[src/rtl/local_port_buffer.sv]
// Local injection-port FIFO with a one-write-per-request upstream handshake and FWFT downstream port.
// Optional statistics counters are enabled by defining LOCAL_BUF_STATS_EN.
module local_port_buffer #(
    parameter int unsigned DATA_WIDTH = 32,
    parameter int unsigned DEPTH      = 4,
    parameter int unsigned ADDR_W     = 2
) (
    input  logic                  clk,
    input  logic                  reset,
    input  logic                  ReqUpStr,
    input  logic [DATA_WIDTH-1:0] PacketIn,
    output logic                  GntUpStr,
    output logic                  UpStrFull,
    output logic                  ReqDnStr,
    input  logic                  GntDnStr,
    output logic [DATA_WIDTH-1:0] PacketOut,
    output logic                  Empty
`ifdef LOCAL_BUF_STATS_EN
    ,
    output logic [15:0]           PktInCnt,
    output logic [15:0]           PktOutCnt,
    output logic [ADDR_W:0]       MaxOcc
`endif
);

    localparam int unsigned CNT_W = ADDR_W + 1;

    typedef enum logic {
        IDLE  = 1'b0,
        GRANT = 1'b1
    } state_t;

    state_t                r_state;
    logic                  r_gnt;
    logic [DATA_WIDTH-1:0] r_mem [DEPTH];
    logic [ADDR_W-1:0]     r_wr_ptr;
    logic [ADDR_W-1:0]     r_rd_ptr;
    logic [CNT_W-1:0]      r_count;

    logic                  w_full;
    logic                  w_empty;
    logic                  w_wr;
    logic                  w_pop;
    logic [CNT_W-1:0]      w_count_nxt;

    // Full decision uses the pre-pop count, so a pop never frees a slot on the same edge.
    assign w_full  = (r_count == CNT_W'(DEPTH));
    assign w_empty = (r_count == '0);
    assign w_wr    = (r_state == IDLE) && ReqUpStr && !w_full;
    assign w_pop   = GntDnStr && !w_empty;

    always_comb begin
        w_count_nxt = r_count;
        if (w_wr && !w_pop) begin
            w_count_nxt = r_count + CNT_W'(1);
        end else if (!w_wr && w_pop) begin
            w_count_nxt = r_count - CNT_W'(1);
        end
    end

    // Upstream handshake: a grant cycle always follows a write, so each request writes once.
    always_ff @(posedge clk or negedge reset) begin
        if (!reset) begin
            r_state <= IDLE;
            r_gnt   <= 1'b0;
        end else if (r_state == GRANT) begin
            r_state <= IDLE;
            r_gnt   <= 1'b0;
        end else if (w_wr) begin
            r_state <= GRANT;
            r_gnt   <= 1'b1;
        end
    end

    always_ff @(posedge clk or negedge reset) begin
        if (!reset) begin
            r_wr_ptr <= '0;
            r_rd_ptr <= '0;
            r_count  <= '0;
        end else begin
            if (w_wr) begin
                r_wr_ptr <= r_wr_ptr + ADDR_W'(1);
            end
            if (w_pop) begin
                r_rd_ptr <= r_rd_ptr + ADDR_W'(1);
            end
            r_count <= w_count_nxt;
        end
    end

    // Storage is not reset; contents are only observable once count says they are valid.
    always_ff @(posedge clk) begin
        if (w_wr) begin
            r_mem[r_wr_ptr] <= PacketIn;
        end
    end

    assign GntUpStr  = r_gnt;
    assign UpStrFull = w_full;
    assign Empty     = w_empty;
    assign ReqDnStr  = !w_empty;
    assign PacketOut = r_mem[r_rd_ptr];

`ifdef LOCAL_BUF_STATS_EN
    logic [15:0]      r_in_cnt;
    logic [15:0]      r_out_cnt;
    logic [CNT_W-1:0] r_max_occ;

    // Peak tracks the post-edge count so MaxOcc is current with the occupancy it reports.
    always_ff @(posedge clk or negedge reset) begin
        if (!reset) begin
            r_in_cnt  <= '0;
            r_out_cnt <= '0;
            r_max_occ <= '0;
        end else begin
            if (w_wr) begin
                r_in_cnt <= r_in_cnt + 16'(1);
            end
            if (w_pop) begin
                r_out_cnt <= r_out_cnt + 16'(1);
            end
            if (w_count_nxt > r_max_occ) begin
                r_max_occ <= w_count_nxt;
            end
        end
    end

    assign PktInCnt  = r_in_cnt;
    assign PktOutCnt = r_out_cnt;
    assign MaxOcc    = r_max_occ;
`endif

endmodule

[config.mk]
export PLATFORM = sky130hd
export DESIGN_NAME = local_port_buffer
export DESIGN_NICKNAME = d
export VERILOG_FILES = /design/src/rtl/local_port_buffer.sv
export SDC_FILE = /design/constraint.sdc
export NUM_CORES = 1
export LEC_CHECK = 0
export ABC_AREA = 1
export CORE_MARGIN = 2
export CORE_UTILIZATION = 59
export CTS_BUF_LIST = sky130_fd_sc_hd__clkbuf_16
export CTS_CLUSTER_SIZE = 20
export DETAILED_ROUTE_END_ITERATION = 7
export PLACE_DENSITY_LB_ADDON = 0.12
export SYNTH_ARGS = -nofsm -noshare
export SYNTH_HDL_FRONTEND = slang
export SYNTH_SLANG_ARGS = --single-unit
[constraint.sdc]
create_clock -name clk -period 7.83 [get_ports clk]
set_input_delay 1.566 -clock clk [delete_from_list [all_inputs] [get_ports clk]]
set_output_delay 1.566 -clock clk [all_outputs]
set_load 0.1 [all_outputs]
Yosys cells after proc, flatten, opt, wreduce, memory -nomap -nowiden --
Memories as Yosys holds them, arrays and structs flattened. Index checks and enable logic that the tools add are counted.
Cells by class: add/subtract/negate cells 4, equal/unequal tests 1, mux-type cells 7, bitwise operators 1, reduce and logical (&&, ||, !) cells 12
Operators by type and width (number):
- two-way mux 3 bit | 2
- logical AND 1 bit | 5
- two-way mux 1 bit | 5
- adder 2 x 1 -> 2 bit, second input constant | 2
- zero test 1 bit | 4
- nonzero test 2 bit | 2
- adder 3 x 1 -> 3 bit, second input constant | 1
- == test 3 bit, second input constant | 1
- zero test 3 bit | 1
- subtractor 3 x 1 -> 3 bit, second input constant | 1
- NOT 1 bit | 1
Storage, ports and cells: register bits after elaboration 9, memory bits (writable) 128, input port bits 36, output and inout port bits 36, word-level logic and storage cells 31, memories 1
Memories:
- r_mem | words 4, width 32, rd ports 1, clocked after memory_dff 0, write ports 1, line 35 | logic [DATA_WIDTH-1:0] r_mem [DEPTH];

Longest topological paths before layout --
depth in word-level cells 7, gate-level depth with buffers 12, gate-level depth less buffers 12

Worst setup path after synthesis --
Ideal clock, no wire load.
path kind register to output, start point register r_count[0], end point output Empty, arrival time 2.324 ns, required time 6.264 ns, path slack 3.940 ns, cell stages (with the launch flop) 4, path buffers 0, cells stage by stage dfrtp_1 -> inv_1 -> nand3_1 -> inv_1
Between the ends: word-level cells in the longest chain between the ends 1
RTL lines:
- start: declaration | line 38 | logic [CNT_W-1:0] r_count;
- start signal: assignment | line 87 | r_count <= w_count_nxt;
- zero test 3 bit | line 48 | assign w_empty = (r_count == '0);
- end: declaration | line 17 | output logic Empty
Every way passes these cells.

Worst setup path after layout --
start point register r_rd_ptr[0], end point output PacketOut[7]
Between the ends: word-level cells in the longest chain between the ends 1
RTL lines:
- start: declaration | line 37 | logic [ADDR_W-1:0] r_rd_ptr;
- start signal: assignment | line 85 | r_rd_ptr <= r_rd_ptr + ADDR_W'(1);
- memory (4 x 32 bit)
- end: declaration | line 16 | output logic [DATA_WIDTH-1:0] PacketOut,
Every way passes these cells.

==> impl_metrics.toml <==
[clocking]
cts-hold-fix-buffers = 0
cts_tree = "yes"
cts_buffer_depth = 2
cts_buffers = 17
cts_resized = 0
post_cts_buffers = 0
clk_pin_slew_ns = 0.06
clock-root-buffer = "clkbuf_16"
clock_latency_ns = 0.42
htreeDepth = 4
clock-sinks = 137

[setup_path]
timing.critical_path.fanout_max = 68
crit_path_end_kind = "primary output"
worstReg2RegStart = "r_count[0]"
critPathLaunch = "r_rd_ptr[0]"
crit_path_start_kind = "flip-flop"
path_class = "flip-flop to primary output"
cp.required_ns = 6.26
cp.arrival_ns = 3.53
r2r_slack_ns = 5.48

[global_routing]
grt_overflow = 0
grt_usage = 0.2113
grt_pass1_wl_um = 15790
grt_max_degree = 69
antenna_found_initial = 1
grt_pass1_vias = 3305

[die]
start_util = 0.6107
chipWidth_um = 101.8
core_area_sq_um = 9240
num_rows = 35
die_y_um = 101.8
io_pins = 72
die-area_sq_um = 10360

[yosys]
synth_cell_types = 17
yosys-top-cells-count = "128 x edfxtp_1, 113 x nand2_1, 84 x inv_1"
synthAdderAreaFrac = 0.01463
synth_nets = 484
ys_ff_latch = 137
synth_top_area_cell = "edfxtp_1"
synth-edff-count = 128
synth_xor_area_frac = 0.001552
synth_cells = 442
avgSynthCellArea_sq_um = 12.77
async_flop_share = 0.06569
yosys.area_share.simple = 0.08581
ys_top_cells_by_area = "edfxtp_1 68%, o211ai_1 8.5%, nand2_1 7.5%"
yosysWarnings = 0
synth_seq_area_share = 0.7211
yosysMostFrequentCell = "edfxtp_1"
synth.area.mux_share = 0
synth_top_family_by_area = "buffers and inverters"
synth_area_sq_um = 5643
synth_compound_area_frac = 0.08692
synth-main-ff-cell = "edfxtp_1"
synth.top_cell.area_share = 0.6812

[timing]
finClkSkew_ns = 0.007357
finalCriticalPeriod_ns = 5.092
final-hold-violation-count = 0
slew_violations = 0
worstMarginPinSlew_ns = 1.050
fin_crit_sh = 0.6503
setup_viol = 0
rsz0062_at_grt = "false"
slew-limit-headroom = 0.2986
fmax_mhz = 196.4
fin_tns_setup_ns = 0

[layout]
final_nets = 556
diodes = 0
area_growth_pct = 23.13
drive_gt1_frac = 0.07400

[flow_run]
cap_violations = 0

[routing]
drt-total-wl_um = 10320
drt_iter0_markers = 170
avgRoutedWirePerCell_um = 15.72
via_per_inst = 5.145
num_vias = 3375
ant_nets = 0
dr.pass1.iters = 4
route.detailed.drc = 0

[worst_hold_path]
holdCritStartpoint = "r_state"
worst_hold_path_type = "flip-flop to flip-flop"

[placement]
port_buffers = 71
hpwl_um = 5748
gp_congestion = 0.6931

[status]
status = "finished clean"
-- worst max-delay path, cell delays in order (launching register included) --
cell	delay, ns
dfrtp_1	0.38
clkinv_2	0.58
buf_4	0.58
nand2_1	0.15
o211ai_1	0.12
nand2_1	0.13
clkdlybuf4s50_1	1.14
-- layout by cell type, fill, tap and decap left out, drive strengths merged --
master / Yosys / routed
clkbuf: 1 / 17
nand2: 113 / 113
edfxtp: 128 / 128
o21ai: 2 / 2
buf: 20 / 3
xnor2: 1 / 1
fa: 1 / 1
clkinv: 0 / 4
nand3: 7 / 7
ha: 5 / 5
clkdlybuf4s50: 0 / 71
bufinv: 0 / 1
nor2: 5 / 5
clkinvlp: 0 / 4
nand4: 1 / 1
o211ai: 64 / 64
inv: 85 / 91
dfrtp: 9 / 9
-- logic make-up (layout without fill, tap and decap cells) --
kind of cell / after synthesis / after routing
DFF: 137 / 137
AOI/OAI and AO/OA: 66 / 66
buffers and inverters: 106 / 191
adders and majority gates: 6 / 6
xor gates and xnor gates: 1 / 1
and+or+nand+nor: 126 / 126
-- registers in the layout, summed over array words and instances (netlist names) --
| register | flops |
|---|---|
| r_wr_ptr | 2 |
| r_state | 1 |
| r_rd_ptr | 2 |
| r_count | 3 |
| r_mem | 128 |
| GntUpStr | 1 |
-- worst paths after layout --
kind	end	depth (start not counted)
max	PacketOut[7]	6
min	GntUpStr	1
max reg2reg	r_mem[3][16]	4
min reg2reg	GntUpStr	1
max in group asynchronous	GntUpStr	1
min in group asynchronous	r_count[2]	1
-- per-layer routing --
metal  global-route usage  vias up  share of wire
li1                     -     1671              -
met1               0.2499     1584           0.42
met2               0.3623      105           0.51
met3              0.05728       13          0.060
met4              0.09459        2          0.013
met5                    0        -         0.0011
-- stage by stage --
stage,hold slack (ns),setup slack [ns],utilization,area [sq um],instances
after floorplan,0.4376,3.940,-,5643,442
after global routing,0.5165,2.544,0.7519,6948,656
after detailed placement,0.4817,3.240,0.6905,6380,624
after CTS,0.4910,2.744,0.7519,6948,656
final,0.4781,2.738,0.7519,6948,656
after global placement,0.4476,3.325,0.6905,6380,624
-- final cells by class --
cell class / count / area, sq um
inverters: 85 / 320.3
clock inverters: 15 / 142.6
well taps: 129 / 161.4
fillers: 587 / 2292
multi-input cells: 199 / 1096
repair buffers: 74 / 733.2
flip-flops and latches: 137 / 4069
clock buffers: 17 / 425.4
Power is not shown: default switching activity piles up to over one toggle a cycle in this logic, so the estimate is an artifact.
